### src/rtl/fault_detect_sequencer.sv
// Stuck-at fault campaign sequencer: injects each fault, applies its vectors,
// compares fault-free vs faulty outputs after a settle time and counts detections.
module fault_detect_sequencer #(
   parameter int IN_W       = 3,
   parameter int OUT_W      = 6,
   parameter int FID_W      = 12,
   parameter int SETTLE     = 2,
   parameter int N_DETECT   = 1,
   parameter int EARLY_STOP = 1,
   parameter int CNT_W      = 16
) (
   input  logic             clk,
   input  logic             rst_n,
   input  logic             start,
   input  logic             fault_valid,
   output logic             fault_ready,
   input  logic [FID_W-1:0] fault_id,
   input  logic             fault_last,
   input  logic             vec_valid,
   output logic             vec_ready,
   input  logic [IN_W-1:0]  vec_data,
   input  logic             vec_last,
   output logic [IN_W-1:0]  stim,
   output logic             inject_en,
   output logic [FID_W-1:0] inject_id,
   input  logic [OUT_W-1:0] good_out,
   input  logic [OUT_W-1:0] faulty_out,
   output logic             det_valid,
   output logic [FID_W-1:0] det_fault_id,
   output logic [CNT_W-1:0] det_vec_idx,
   output logic [CNT_W-1:0] fault_cnt,
   output logic [CNT_W-1:0] detect_cnt,
   output logic             busy,
   output logic             done
);

   typedef enum logic [3:0] {
      S_IDLE, S_GET_FAULT, S_INJECT, S_GET_VEC, S_WAIT,
      S_COMPARE, S_DRAIN, S_REMOVE, S_DONE
   } state_t;

   // WAIT runs SETTLE-1 cycles, so its down-counter starts at SETTLE-2
   localparam logic [3:0]       SETTLE_LOAD = (SETTLE >= 2) ? 4'(SETTLE - 2) : 4'd0;
   localparam logic [3:0]       N_DET_M1    = 4'(N_DETECT - 1);
   localparam logic [CNT_W-1:0] CNT_MAX     = '1;

   state_t           r_state;
   state_t           w_state_next;
   logic [IN_W-1:0]  r_stim;
   logic             r_inject_en;
   logic [FID_W-1:0] r_inject_id;
   logic             r_fault_last;
   logic             r_vec_last;
   logic [3:0]       r_settle_cnt;
   logic [3:0]       r_mis_cnt;
   logic             r_detected;
   logic [CNT_W-1:0] r_vec_idx;
   logic [CNT_W-1:0] r_fault_cnt;
   logic [CNT_W-1:0] r_detect_cnt;
   logic             r_det_valid;
   logic [FID_W-1:0] r_det_fault_id;
   logic [CNT_W-1:0] r_det_vec_idx;
   logic             r_busy;
   logic             r_done;

   logic w_fault_ready;
   logic w_vec_ready;
   logic w_mismatch;
   logic w_detect_now;

   assign w_mismatch   = (good_out != faulty_out);
   assign w_detect_now = (r_state == S_COMPARE) && w_mismatch && !r_detected &&
                         (r_mis_cnt == N_DET_M1);

   always_ff @(posedge clk or negedge rst_n) begin
      if (!rst_n) r_state <= S_IDLE;
      else        r_state <= w_state_next;
   end

   always_comb begin
      w_state_next  = r_state;
      w_fault_ready = 1'b0;
      w_vec_ready   = 1'b0;
      case (r_state)
         S_IDLE, S_DONE: begin
            if (start) w_state_next = S_GET_FAULT;
         end
         S_GET_FAULT: begin
            w_fault_ready = 1'b1;
            if (fault_valid) w_state_next = S_INJECT;
         end
         S_INJECT: w_state_next = S_GET_VEC;
         S_GET_VEC: begin
            w_vec_ready = 1'b1;
            if (vec_valid) w_state_next = (SETTLE == 1) ? S_COMPARE : S_WAIT;
         end
         S_WAIT: begin
            if (r_settle_cnt == 4'd0) w_state_next = S_COMPARE;
         end
         S_COMPARE: begin
            if (r_vec_last)
               w_state_next = S_REMOVE;
            else if ((r_detected || w_detect_now) && (EARLY_STOP != 0))
               w_state_next = S_DRAIN;
            else
               w_state_next = S_GET_VEC;
         end
         S_DRAIN: begin
            w_vec_ready = 1'b1;
            if (vec_valid && vec_last) w_state_next = S_REMOVE;
         end
         S_REMOVE: w_state_next = r_fault_last ? S_DONE : S_GET_FAULT;
         default:  w_state_next = S_IDLE;
      endcase
   end

   always_ff @(posedge clk or negedge rst_n) begin
      if (!rst_n) begin
         r_stim         <= '0;
         r_inject_en    <= 1'b0;
         r_inject_id    <= '0;
         r_fault_last   <= 1'b0;
         r_vec_last     <= 1'b0;
         r_settle_cnt   <= '0;
         r_mis_cnt      <= '0;
         r_detected     <= 1'b0;
         r_vec_idx      <= '0;
         r_fault_cnt    <= '0;
         r_detect_cnt   <= '0;
         r_det_valid    <= 1'b0;
         r_det_fault_id <= '0;
         r_det_vec_idx  <= '0;
         r_busy         <= 1'b0;
         r_done         <= 1'b0;
      end else begin
         r_det_valid <= 1'b0;
         case (r_state)
            S_IDLE, S_DONE: begin
               if (start) begin
                  r_fault_cnt  <= '0;
                  r_detect_cnt <= '0;
                  r_mis_cnt    <= '0;
                  r_vec_idx    <= '0;
                  r_detected   <= 1'b0;
                  r_done       <= 1'b0;
                  r_busy       <= 1'b1;
               end
            end
            S_GET_FAULT: begin
               if (fault_valid) begin
                  r_inject_id  <= fault_id;
                  r_fault_last <= fault_last;
                  r_inject_en  <= 1'b1;
               end
            end
            S_GET_VEC: begin
               if (vec_valid) begin
                  r_stim       <= vec_data;
                  r_vec_last   <= vec_last;
                  r_settle_cnt <= SETTLE_LOAD;
               end
            end
            S_WAIT: begin
               if (r_settle_cnt != 4'd0) r_settle_cnt <= r_settle_cnt - 4'd1;
            end
            S_COMPARE: begin
               // Mismatches stop accumulating once the fault is declared detected
               if (w_mismatch && !r_detected) r_mis_cnt <= r_mis_cnt + 4'd1;
               if (w_detect_now) begin
                  r_detected     <= 1'b1;
                  r_det_valid    <= 1'b1;
                  r_det_fault_id <= r_inject_id;
                  r_det_vec_idx  <= r_vec_idx;
                  if (r_detect_cnt != CNT_MAX) r_detect_cnt <= r_detect_cnt + 1'b1;
               end
               if (r_vec_idx != CNT_MAX) r_vec_idx <= r_vec_idx + 1'b1;
            end
            S_REMOVE: begin
               r_inject_en <= 1'b0;
               r_mis_cnt   <= '0;
               r_vec_idx   <= '0;
               r_detected  <= 1'b0;
               if (r_fault_cnt != CNT_MAX) r_fault_cnt <= r_fault_cnt + 1'b1;
               if (r_fault_last) begin
                  r_busy <= 1'b0;
                  r_done <= 1'b1;
               end
            end
            default: ;
         endcase
      end
   end

   assign fault_ready  = w_fault_ready;
   assign vec_ready    = w_vec_ready;
   assign stim         = r_stim;
   assign inject_en    = r_inject_en;
   assign inject_id    = r_inject_id;
   assign det_valid    = r_det_valid;
   assign det_fault_id = r_det_fault_id;
   assign det_vec_idx  = r_det_vec_idx;
   assign fault_cnt    = r_fault_cnt;
   assign detect_cnt   = r_detect_cnt;
   assign busy         = r_busy;
   assign done         = r_done;

endmodule
### config.mk
export PLATFORM = sky130hd
export DESIGN_NAME = fault_detect_sequencer
export DESIGN_NICKNAME = d
export VERILOG_FILES = /design/src/rtl/fault_detect_sequencer.sv
export SDC_FILE = /design/constraint.sdc
export NUM_CORES = 1
export LEC_CHECK = 0
export ABC_AREA = 0
export CORE_UTILIZATION = 43
export CTS_BUF_LIST = sky130_fd_sc_hd__clkbuf_8
export CTS_CLUSTER_SIZE = 40
export DETAILED_ROUTE_END_ITERATION = 6
export PLACE_DENSITY = 0.78
export SYNTH_ARGS = -nofsm -noshare
export SYNTH_HDL_FRONTEND = slang
export SYNTH_SLANG_ARGS = --single-unit
### constraint.sdc
create_clock -name clk -period 2.6 [get_ports clk]
set_clock_uncertainty 0.2 [all_clocks]
set_input_delay 0.52 -clock clk [delete_from_list [all_inputs] [get_ports clk]]
set_output_delay 0.52 -clock clk [all_outputs]
set_load 0.05 [all_outputs]
==> results.py, run 1 <==
metrics = {
    "power": {
        "power.density_mw_per_mm2": 922.6,
        "ir_worst_vdd_mv": 0.8713,
        "p_leak_nw": 3.035,
        "total_power_mw": 6.628,
    },
    "worst_setup_path": {
        "r2r_setup_slack_ns": 0.16,
        "reg2reg_from": "r_mis_cnt[1]",
        "path_class": "flip-flop to output pin",
        "crit_arrival_ns": 1.73,
        "cp-end-kind": "output pin",
        "worstSetupStartpointType": "flip-flop",
        "r2r_end": "detect_cnt[13]",
        "rr_worst_depth": 8,
        "cp.required_ns": 1.88,
        "path_max_fanout": 10,
    },
    "cts": {
        "cts_buffer_depth": 2,
        "cts_tree": "done",
        "worstSkewPairLatency_ns": 0.38,
        "clkTransAtPathRegs_ns": 0.10,
        "cts.htree.levels": 3,
        "cts_made_buffers": 9,
        "cts-root-buf": "clkbuf_8",
        "cts.sinks": 110,
    },
    "yosys": {
        "yosysTopAreaCell": "dfrtp_1",
        "yosysSeqAreaShare": 0.5049,
        "avgSynthCellArea_um2": 9.666,
        "synth_nets": 605,
        "yosysTopAreaCellShare": 0.5049,
        "syn_area_mm2": 0.005451,
        "yosysWarnings": 0,
        "async_flop_share": 1.000,
        "synthTopCellsByCount": "nand2_1 (123), dfrtp_1 (110), nor2_1 (47)",
        "synth.most_common_cell": "nand2_1",
        "yosysUniqueCellTypes": 62,
        "synthCells": 564,
        "synth-edff-count": 0,
        "ys.flop_type": "dfrtp_1",
        "netlist_top_cells_area": "dfrtp_1 (50%), nand2_1 (8.5%), mux2_2 (3.5%)",
        "synth-seq-cells": 110,
    },
    "drt": {
        "ant_nets": 0,
        "routed_wl_um": 13310,
        "route.detailed.drc": 0,
        "drt_pass1_iterations": 7,
        "vias": 4707,
        "drt-initial-drc-count": 330,
        "post_drt_wl_per_cell_um": 15.50,
        "viasPerCell": 5.480,
    },
    "die": {
        "core_mm2": 0.01216,
        "die_area_mm2": 0.01313,
        "die_w_um": 114.6,
        "start_util": 0.4483,
        "chipHeight_um": 114.6,
        "fp-row-count": 40,
        "io_pins": 115,
    },
    "grt": {
        "grt_max_degree": 55,
        "grt_pass1_wl_um": 22460,
        "grt_pass1_vias": 4710,
        "antenna_found_initial": 0,
        "track_usage": 0.2176,
        "grt.overflow.total": 0,
    },
    "min_path": {
        "hold_depth": 2,
        "hold_class": "flip-flop to flip-flop",
        "min_from": "det_fault_id[1]",
        "whs_endpoint": "det_fault_id[1]",
    },
    "timing": {
        "whs_ns": 0.2860,
        "max_freq_mhz": 408.1,
        "finalHoldViolations": 0,
        "tightest_slew_ns": 0.6179,
        "drv_slew": 0,
        "fin_crit_ns": 2.451,
        "max-slew-margin-rel": 0.5865,
        "fin_crit_sh": 0.9425,
        "rsz0062_at_grt": "no",
        "setup_viol": 0,
        "setup_ws_ns": 0.1494,
    },
    "placement": {
        "placed_area_mm2": 0.006914,
        "io_buffer_count": 114,
        "place_ws_ns": -0.06887,
        "hpwl_um": 9806,
        "place_congestion": 0.8605,
    },
    "run_status": {
        "outcome": "finished clean",
    },
    "run": {
        "cap_violations": 0,
    },
    "finish": {
        "syn2layout_area_growth_pct": 31.79,
        "final_nets": 727,
        "fillCellCount": 1036,
        "final_area_mm2": 0.007184,
        "layout-drive-gt1-share": 0.1158,
        "finish.utilization": 0.5907,
        "antenna_cells": 0,
    },
}
[worst max-delay path by stage]
stage / start / end / slack, ns / depth (start not counted)
after floorplan: r_state[1] / inject_id[0] / 0.22 / 5
after detailed placement: start / r_vec_idx[7] / -0.07 / 6
final: r_state[0] / fault_ready / 0.15 / 4
after global routing: r_mis_cnt[1] / detect_cnt[10] / 0.02 / 8
after CTS: r_mis_cnt[1] / detect_cnt[9] / 0.04 / 8
after global placement: start / r_vec_idx[7] / -0.03 / 6
[where the power goes]
group	total [mW]	switching, mW	internal, mW
sequential	2.39	0.319	2.07
combinational	2.97	1.89	1.08
clock	1.27	0.597	0.673
[through the flow]
stage | TNS (ns) | instances
6_report | 0 | 859
4_1_cts | 0 | 859
5_1_grt | 0 | 859
2_1_floorplan | 0 | 564
3_5_place_dp | -0.3618 | 842
3_3_place_gp | -0.05767 | 842
[metal layers]
metal	routed length, um	share of wire	GRT usage
met5	0	0	0
met4	295	0.022	0.08312
met3	920	0.069	0.06988
met2	6509	0.49	0.3616
met1	5588	0.42	0.2632
[cell families (layout without fill, tap and decap cells)]
logic type	after synthesis	after routing	synth area share
buf+inv	44	171	0.03511
mux	21	21	0.04246
simple gates	256	256	0.2249
flops	110	110	0.5049
fa+ha+maj	7	7	0.01607
xor+xnor	30	30	0.04820
compound gates	96	96	0.1283
[critical path, cell delays in order, from the launching register on]
cell	delay [ns]
dfrtp_2	0.45
buf_4	0.21
inv_1	0.12
nor4_4	0.38
buf_12	0.19
[repair_timing]
item	CTS	global route
hold endpoints to repair	31	0
resized for setup	0	2
setup buffers	0	0
setup endpoints to repair	0	9
hold buffers	1	0
[placed cells by master (no fill, tap or decap), drive strengths merged, types with 3 or more instances in the layout]
cell / count
a2111oi: 4
a211oi: 7
a21o: 3
a21oi: 24
a31o: 4
a31oi: 3
and4: 4
buf: 26
bufinv: 3
clkbuf: 10
clkdlybuf4s50: 111
dfrtp: 110
ha: 7
inv: 19
mux2: 17
mux2i: 4
nand2: 123
nand3: 22
nand4: 10
nor2: 47
nor3: 10
nor4: 7
o2111ai: 3
o211ai: 12
o21ai: 14
o31ai: 11
or2: 3
or3: 4
or4: 10
xnor2: 20
xor2: 10
[cell type report]
cell class / count / area [um^2] / area share
Timing Repair Buffer: 138 / 1366 / 0.1902
Clock inverter: 6 / 115.1 / 0.01602
Clock buffer: 10 / 137.6 / 0.01916
Sequential cell: 110 / 2754 / 0.3833
Multi-Input combinational cell: 410 / 2537 / 0.3532
Tap cell: 168 / 210.2 / 0.02926
Inverter: 17 / 63.81 / 0.008882
[sequential cells by signal, summed over array words and instances, names as in the netlist]
signal / cells
det_fault_id: 12
r_fault_last: 1
busy: 1
r_settle_cnt: 4
det_valid: 1
done: 1
r_detected: 1
detect_cnt: 16
inject_en: 1
inject_id: 12
det_vec_idx: 16
stim: 3
fault_cnt: 16
r_vec_last: 1
r_vec_idx: 16
r_mis_cnt: 4
r_state: 4
(Power assumes the default switching activity.)
==> run 2: changes to the inputs <==
ABC_AREA = default   (was 0)
CORE_ASPECT_RATIO = 1.2   (was default)
==> results.py, run 2 (synthesized netlist as in run 1, its figures left out) <==
metrics = {
    "timing": {
        "rsz0062_at_grt": "no",
        "drv_slew": 0,
        "setup_viol": 0,
        "fin_crit_sh": 0.9648,
        "tightest_slew_ns": 0.6534,
        "finalHoldViolations": 0,
        "fin_crit_ns": 2.509,
        "whs_ns": 0.2858,
        "max_freq_mhz": 398.6,
        "max-slew-margin-rel": 0.5589,
    },
    "finish": {
        "final_common_cell": "nand2_1",
        "finish.utilization": 0.5887,
        "layout_common_cells": "nand2_1 (123), clkdlybuf4s50_1 (111), dfrtp_1 (109), nor2_1 (47), buf_4 (27)",
        "final_area_mm2": 0.007194,
        "final_nets": 733,
        "syn2layout_area_growth_pct": 31.97,
        "antenna_cells": 0,
        "layout-drive-gt1-share": 0.1205,
    },
    "placement": {
        "place_congestion": 0.8287,
        "io_buffer_count": 114,
        "placed_area_mm2": 0.006948,
        "hpwl_um": 9508,
    },
    "worst_setup_path": {
        "path_class": "flip-flop to output pin",
        "cp_top_family": "buffers and inverters",
        "path_max_fanout": 6,
        "crit_arrival_ns": 1.79,
        "critPathBufInv": 1,
        "worstSetupStartpointType": "flip-flop",
        "cp_cell_sequence": "clkdlybuf4s50_1",
        "cp.required_ns": 1.88,
        "cp_slowest_cell": "clkdlybuf4s50_1",
        "cp-end-kind": "output pin",
        "worst_path_largest_cell_delay_ns": 0.87,
    },
    "grt": {
        "grt_pass1_wl_um": 21250,
        "grt_pass1_vias": 4581,
        "antenna_found_initial": 0,
        "grt.overflow.total": 0,
        "grt_max_degree": 39,
        "track_usage": 0.2011,
    },
    "run": {
        "cap_violations": 0,
    },
    "power": {
        "p_leak_nw": 3.059,
        "ir_worst_vdd_mv": 0.8443,
        "power.density_mw_per_mm2": 903.0,
    },
    "drt": {
        "ant_nets": 0,
        "route.detailed.drc": 0,
        "post_drt_wl_per_cell_um": 14.92,
        "drt-initial-drc-count": 199,
        "viasPerCell": 5.443,
        "drt_pass1_iterations": 5,
        "routed_wl_um": 12800,
        "vias": 4670,
    },
    "die": {
        "chipHeight_um": 125.3,
        "die_area_mm2": 0.01313,
        "io_pins": 115,
        "core_mm2": 0.01222,
        "fp-row-count": 44,
        "start_util": 0.4460,
        "die_w_um": 104.8,
    },
    "cts": {
        "cts-root-buf": "clkbuf_8",
        "worstSkewPairLatency_ns": 0.38,
        "cts_buffer_depth": 2,
        "cts.htree.levels": 3,
        "cts_made_buffers": 9,
        "cts_tree": "done",
        "cts.sinks": 110,
        "clkTransAtPathRegs_ns": 0.10,
    },
    "run_status": {
        "outcome": "finished clean",
    },
    "min_path": {
        "hold_class": "flip-flop to flip-flop",
    },
}
run 2: cell type report:
| class | count | area, um^2 |
|---|---|---|
| sequential | 110 | 2754 |
| multi-input combinational | 410 | 2537 |
| tap | 161 | 201.4 |
| timing repair buffer | 144 | 1424 |
| clock inverter | 7 | 90.09 |
| clock buffer | 9 | 123.9 |
| inverter | 17 | 63.81 |
| fill | 1060 | 5027 |
run 2: where the power goes:
part	total, mW	leakage, nW	switching, mW	internal (mW)
combinational	2.97	1.48	1.85	1.12
sequential	2.41	1.46	0.346	2.07
clock	1.11	0.116	0.572	0.540
run 2: timing repair:
item,4_1_cts,5_1_grt
hold buffers,1,0
buffers inserted,0,2
endpoints found under the setup margin,1,10
pin swaps,0,1
endpoints found under the hold margin,26,0
gates resized for setup,1,1
run 2: metrics by stage:
step	total power [mW]	instances	setup slack, ns	setup TNS (ns)
after detailed placement	5.400	839	-0.08572	-0.5312
after floorplan	4.298	564	0.2155	0
after global routing	6.837	858	0.004513	0
after CTS	6.519	856	0.04888	0
final	6.496	858	0.09141	0
after global placement	5.303	839	-0.03959	-0.09776
run 2: routing by layer:
| metal | wire length, um | up-vias | share of wire | track usage |
|---|---|---|---|---|
| met2 | 6357 | 166 | 0.50 | 0.3440 |
| met3 | 929 | 21 | 0.073 | 0.05318 |
| li1 | - | 2243 | - | - |
| met4 | 201 | 0 | 0.016 | 0.08119 |
| met5 | 0 | - | 0 | 0 |
| met1 | 5315 | 2240 | 0.42 | 0.2403 |
run 2: final timing paths:
check                      cells past startpoint  slack (ns)            start         endpoint
max                                            1        0.09     fault_cnt[2]     fault_cnt[2]
min reg2reg                                    2        0.29  det_fault_id[6]  det_fault_id[6]
min                                            2        0.29  det_fault_id[6]  det_fault_id[6]
max in group asynchronous                      3        1.16            rst_n   det_vec_idx[8]
min in group asynchronous                      2        0.40            rst_n     fault_cnt[9]
max reg2reg                                    8        0.13     r_mis_cnt[0]    detect_cnt[9]
